<file path="config.mk">
export PLATFORM = sky130hd
export DESIGN_NAME = mdl_supbdtx
export DESIGN_NICKNAME = d
export VERILOG_FILES = /design/src/rtl/supbd_pkg.sv /design/src/rtl/mdl_supbdtx_shifter.sv /design/src/rtl/mdl_supbdtx.sv
export SDC_FILE = /design/constraint.sdc
export NUM_CORES = 1
export LEC_CHECK = 0
export ABC_AREA = 1
export CAP_MARGIN = 40
export CORE_ASPECT_RATIO = 0.7
export CORE_MARGIN = 5
export CORE_UTILIZATION = 40
export CTS_BUF_LIST = sky130_fd_sc_hd__clkbuf_16
export DETAILED_ROUTE_END_ITERATION = 16
export SLEW_MARGIN = 40
export SYNTH_ARGS = -nofsm -noshare
export SYNTH_HDL_FRONTEND = slang
export SYNTH_SLANG_ARGS = --single-unit
</file>
<file path="constraint.sdc">
create_clock -name i_MCLK -period 1.8 [get_ports i_MCLK]
set_clock_uncertainty 0.05 [all_clocks]
set_input_delay 0.54 -clock i_MCLK [delete_from_list [all_inputs] [get_ports i_MCLK]]
set_output_delay 0.54 -clock i_MCLK [all_outputs]
set_load 0.05 [all_outputs]
</file>
<file path="src/rtl/supbd_pkg.sv">
// Shared definitions for the supplementary bubble data transmitter.
package supbd_pkg;

  localparam int SUPBD_LEN_DEF = 14;

  typedef enum logic [1:0] {
    ST_IDLE  = 2'd0,
    ST_START = 2'd1,
    ST_SHIFT = 2'd2,
    ST_ENDP  = 2'd3
  } supbd_st_e;

endpackage

</file>
<file path="src/rtl/mdl_supbdtx_shifter.sv">
// Shift register, bit counter and running parity for one transfer.
module mdl_supbdtx_shifter #(
  parameter int LEN = supbd_pkg::SUPBD_LEN_DEF
) (
  input  logic           i_MCLK,
  input  logic           i_RST,
  input  logic           clr,
  input  logic           load,
  input  logic           shift,
  input  logic [LEN-1:0] data,
  output logic           msb,
  output logic           cnt_zero,
  output logic           parity
);

  localparam int CW = (LEN > 1) ? $clog2(LEN) : 1;

  logic [LEN-1:0] sreg;
  logic [CW-1:0]  cnt;

  assign msb      = sreg[LEN-1];
  assign cnt_zero = (cnt == '0);

  // Load on accept, shift MSB-first on each emitted bit; counter saturates at 0.
  always_ff @(posedge i_MCLK or posedge i_RST) begin
    if (i_RST) begin
      sreg   <= '0;
      cnt    <= '0;
      parity <= 1'b0;
    end else if (clr) begin
      sreg   <= '0;
      cnt    <= '0;
      parity <= 1'b0;
    end else if (load) begin
      sreg   <= data;
      cnt    <= CW'(LEN - 1);
      parity <= 1'b1;
    end else if (shift) begin
      sreg   <= {sreg[LEN-2:0], 1'b0};
      parity <= parity ^ sreg[LEN-1];
      if (!cnt_zero) cnt <= cnt - 1'b1;
    end
  end

endmodule

</file>
<file path="src/rtl/mdl_supbdtx.sv">
// Supplementary bubble data serial transmitter: START pulse, MSB-first
// bit stream on bit-slot strobes, END pulse carrying odd parity.
module mdl_supbdtx
  import supbd_pkg::*;
#(
  parameter int SUPBD_LEN = SUPBD_LEN_DEF
) (
  input  logic                 i_MCLK,
  input  logic                 i_RST,
  input  logic                 i_CLK2M_PCEN_n,
  input  logic                 i_SYS_RUN_FLAG,
  input  logic                 i_LOAD,
  input  logic [SUPBD_LEN-1:0] i_DATA,
  input  logic                 i_BITSLOT,
  output logic                 o_SUPBD_START_n,
  output logic                 o_SUPBD_ACT_n,
  output logic                 o_SUPBD_DOUT,
  output logic                 o_SUPBD_STB,
  output logic                 o_SUPBD_END_n,
  output logic                 o_PARITY,
  output logic                 o_BUSY
);

  supbd_st_e state, state_nxt;
  logic      step, ld, sh, clr;
  logic      msb, cnt_zero, par;

  assign step   = ~i_CLK2M_PCEN_n;
  assign o_BUSY = (state != ST_IDLE);

  mdl_supbdtx_shifter #(.LEN(SUPBD_LEN)) u_shifter (
    .i_MCLK   (i_MCLK),
    .i_RST    (i_RST),
    .clr      (clr),
    .load     (ld),
    .shift    (sh),
    .data     (i_DATA),
    .msb      (msb),
    .cnt_zero (cnt_zero),
    .parity   (par)
  );

  // Next state and shifter controls; a dropped run flag overrides everything.
  always_comb begin
    state_nxt = state;
    ld        = 1'b0;
    sh        = 1'b0;
    clr       = 1'b0;
    if (step) begin
      if (!i_SYS_RUN_FLAG) begin
        state_nxt = ST_IDLE;
        clr       = 1'b1;
      end else begin
        case (state)
          ST_IDLE:  if (i_LOAD) begin
                      state_nxt = ST_START;
                      ld        = 1'b1;
                    end
          ST_START: state_nxt = ST_SHIFT;
          ST_SHIFT: if (i_BITSLOT) begin
                      sh = 1'b1;
                      if (cnt_zero) state_nxt = ST_ENDP;
                    end
          ST_ENDP:  state_nxt = ST_IDLE;
          default:  state_nxt = ST_IDLE;
        endcase
      end
    end
  end

  // State register.
  always_ff @(posedge i_MCLK or posedge i_RST) begin
    if (i_RST) state <= ST_IDLE;
    else       state <= state_nxt;
  end

  // Registered outputs follow the state being entered, so they hold between steps.
  always_ff @(posedge i_MCLK or posedge i_RST) begin
    if (i_RST) begin
      o_SUPBD_START_n <= 1'b1;
      o_SUPBD_ACT_n   <= 1'b1;
      o_SUPBD_END_n   <= 1'b1;
      o_SUPBD_DOUT    <= 1'b0;
      o_SUPBD_STB     <= 1'b0;
      o_PARITY        <= 1'b0;
    end else if (step) begin
      o_SUPBD_START_n <= (state_nxt != ST_START);
      o_SUPBD_ACT_n   <= (state_nxt == ST_IDLE);
      o_SUPBD_END_n   <= (state_nxt != ST_ENDP);
      o_SUPBD_DOUT    <= sh & msb;
      o_SUPBD_STB     <= sh;
      // Final parity folds in the last bit as it leaves the register.
      o_PARITY        <= (sh && cnt_zero) ? (par ^ msb) : 1'b0;
    end
  end

endmodule

</file>
==> results.py, run 1 <==
metrics = {
    "status": {
        "status": "complete, no violations",
    },
    "critical_path": {
        "cp_slowest_stage_delay_ns": 0.46,
        "crit_end": "u_shifter.sreg[13]$_DFFE_PP0P_",
        "start_kind": "input pin",
        "reg2reg_slack_ns": 0.22,
        "crit_arrival_ns": 1.85,
        "crit_buf_inv": 4,
        "timing.rr.end": "u_shifter.sreg[13]$_DFFE_PP0P_",
        "critPathKind": "in -> reg",
        "ff2ff_path_depth": 8,
        "cp.required_ns": 1.93,
        "cp_cell_sequence": "clkdlybuf4s50_1, buf_4, inv_6, nand2_4, nor2_8, nor2_4, nand2_4, buf_4, o22ai_2",
        "crit_family": "buffers and inverters",
        "endpoint_kind": "register",
        "cp-startpoint": "i_CLK2M_PCEN_n",
        "crit_path_top_delay_cell": "clkdlybuf4s50_1",
        "cp_max_fo": 5,
        "crit_cells": 9,
    },
    "placed_design": {
        "place_area_um2": 2000,
        "port_buffers": 26,
        "dp_hpwl_mm": 2.40,
        "gp_congestion": 0.782,
        "placed_cells": 253,
    },
    "cts": {
        "cts_num_sinks": 27,
        "cts_made_buffers": 3,
        "cts_hold_buf": 0,
        "post_cts_buffers": 0,
        "clkLatencyLatePin_ns": 0.26,
        "cts_tree": "built",
        "cts-root-buf": "clkbuf_16",
        "cts_max_path_buffers": 2,
        "htree_levels": 1,
        "clk_pin_slew_ns": 0.06,
    },
    "routing": {
        "drcViolationCount": 0,
        "via_per_inst": 4.70,
        "vias": 1207,
        "first_pass_iters": 4,
        "wl_per_cell_um": 12.3,
        "ant_nets": 0,
        "drt_iter0_drc": 21,
        "drt-total-wl_mm": 3.16,
    },
    "logic_synthesis": {
        "syn_inst": 168,
        "ys_types": 30,
        "ys_seq_area_share_pct": 43.5,
        "syn_nets": 192,
        "synth_flop_cell": "dfrtp_1",
        "async_flop_share_pct": 100,
        "synth_warnings": 0,
        "syn_avg_cell_area_um2": 9.29,
        "ys_ff_latch": 27,
        "synth_area_um2": 1560,
        "synth_edf_count": 0,
    },
    "global_route": {
        "grt_pass1_vias": 1204,
        "antenna_found_initial": 0,
        "grt_overflow": 0,
        "grt_usage_pct": 12.6,
        "grt_max_degree": 28,
        "grt_pass1_wl_mm": 5.45,
    },
    "timing": {
        "slew_headroom_pct": 76.1,
        "setup-violations-final": 0,
        "hold_viol": 0,
        "max_freq_mhz": 580,
        "whs_ns": 0.437,
        "worst_pin_slew_ns": 0.358,
        "rsz0062_at_grt": "true",
        "post-route-period-util_pct": 95.7,
        "fin_crit_ns": 1.72,
        "drv_slew": 0,
    },
    "layout": {
        "final.fill_count": 372,
        "drive_gt1_share_pct": 35.1,
        "layout.cells.non_filler": 257,
        "n_antenna_cell": 0,
        "syn2layout_area_growth_pct": 34.2,
        "regArea_um2": 679,
        "fin_area_um2": 2090,
        "multi_input_area_um2": 747,
        "final_nets": 230,
    },
    "pwr": {
        "power_density_nw_per_um2": 1210,
        "p_leak_uw": 0.000960,
        "max-vdd-ir-drop_mv": 0.605,
    },
    "die": {
        "start_util_pct": 40.5,
        "num_rows": 19,
        "coreArea_um2": 3850,
        "die_w_um": 84.6,
        "fp.dieH_um": 62.3,
        "boundaryPins": 27,
        "dieArea_um2": 5270,
    },
    "min_path": {
        "hold_path_class": "reg -> reg",
    },
    "flow_run": {
        "drv_cap": 0,
    },
}
## cell usage after synthesis (2+ instances only)
cell	number	share of area [%]
a21oi_1	2	0.64
buf_6	2	1.4
dfrtp_1	24	38
dfstp_2	3	5.1
ha_1	4	3.2
inv_1	15	3.6
inv_6	2	1.1
nand2_1	28	6.7
nand2_2	10	4.0
nand2_4	3	2.2
nand3_1	7	2.2
nor2_1	17	4.1
nor2_4	2	1.4
o21ai_0	13	4.2
o21ai_2	19	11
or2_2	3	1.2
## sequential cells by signal (all words and copies together) (netlist names), named ones only
name and count:
o_SUPBD_END_n 1, u_shifter.cnt 4, o_SUPBD_DOUT 1, o_PARITY 1, state 1, o_SUPBD_STB 1
o_SUPBD_ACT_n 1, u_shifter.parity 1, o_SUPBD_START_n 1, u_shifter.sreg 14
## final cells by class
class | count | share of cell area [%]
multi-input cells | 117 | 35.7
flip-flops and latches | 27 | 32.4
repair buffers | 38 | 20.8
inverters | 19 | 4.24
clock buffers | 3 | 3.58
well taps | 52 | 3.11
clock inverters | 1 | 0.179
## tightest hold or removal path, delay by kind of cell, from the launching register on
| kind | cells | cell delay [ns] |
|---|---|---|
| compound gates | 1 | 0.06 |
| flops | 1 | 0.34 |
| simple gates | 1 | 0.05 |
## report_power, final
| group | switching (uW) | internal, uW | leakage [uW] |
|---|---|---|---|
| Combinational | 674 | 499 | 0.000561 |
| Clock | 196 | 297 | 0.0000423 |
| Sequential | 97.3 | 764 | 0.000357 |
## worst min path at each step
stage	slack, ns	to	depth (start not counted)	startpoint
floorplan	0.40	u_shifter.sreg[6]$_DFFE_PP0P_	2	u_shifter.sreg[6]$_DFFE_PP0P_
finish	0.44	u_shifter.sreg[8]$_DFFE_PP0P_	2	u_shifter.sreg[8]$_DFFE_PP0P_
global route	0.45	u_shifter.sreg[5]$_DFFE_PP0P_	2	u_shifter.sreg[5]$_DFFE_PP0P_
global placement	0.42	u_shifter.sreg[7]$_DFFE_PP0P_	2	u_shifter.sreg[7]$_DFFE_PP0P_
CTS	0.44	u_shifter.sreg[10]$_DFFE_PP0P_	2	u_shifter.sreg[10]$_DFFE_PP0P_
detailed placement	0.43	u_shifter.sreg[10]$_DFFE_PP0P_	2	u_shifter.sreg[10]$_DFFE_PP0P_
## cells by family (layout without fill, tap and decap cells)
| family | count (synthesis) | after routing | synth area share, % |
|---|---|---|---|
| flops | 27 | 27 | 43.5 |
| xor+xnor | 1 | 1 | 0.561 |
| compound gates | 38 | 38 | 18.3 |
| fa+ha+maj | 4 | 4 | 3.21 |
| simple gates | 74 | 74 | 25.0 |
| buf+inv | 24 | 61 | 9.38 |
## repair_timing
item / in CTS / in global routing
setup endpoints to repair: 3 / 13
endpoints found under the hold margin: 0 / 0
pin swaps: 0 / 1
resized for setup: 1 / 5
## per-layer routing
metal  up-vias  track usage [%]  part of all wire [%]
li1        609                -                     -
met1       568             18.2                    50
met2        26             18.3                    44
met3         4             4.10                   4.9
met4         0             2.77                  0.79
met5         -                0                     0
## stage by stage
step                power, uW  setup TNS [ns]  setup WS, ns  util [%]
floorplan                1630               0         0.283         -
global placement         2000           -3.61        -0.268      51.8
detailed placement       2030           -4.55        -0.315      51.8
CTS                      2540               0       0.00559      54.1
global route             2710         -0.0223       -0.0192      54.4
finish                   2530               0        0.0770      54.4
## cell usage in the layout, fill, tap and decap left out, types with 4 or more instances in the layout
cell type and count:
buf_12 8, buf_4 11, clkdlybuf4s50_1 18, dfrtp_1 24
ha_1 4, inv_1 16, nand2_1 28, nand2_2 10
nand3_1 7, nor2_1 17, o21ai_0 12, o21ai_2 19
No activity file was read; power rests on OpenSTA's default activity.
==> inputs of run 2 (changes only) <==
- SLEW_MARGIN: 40 -> not set
==> results of run 2 <==
Final layout, timing and power as in run 1 (identical DEF).
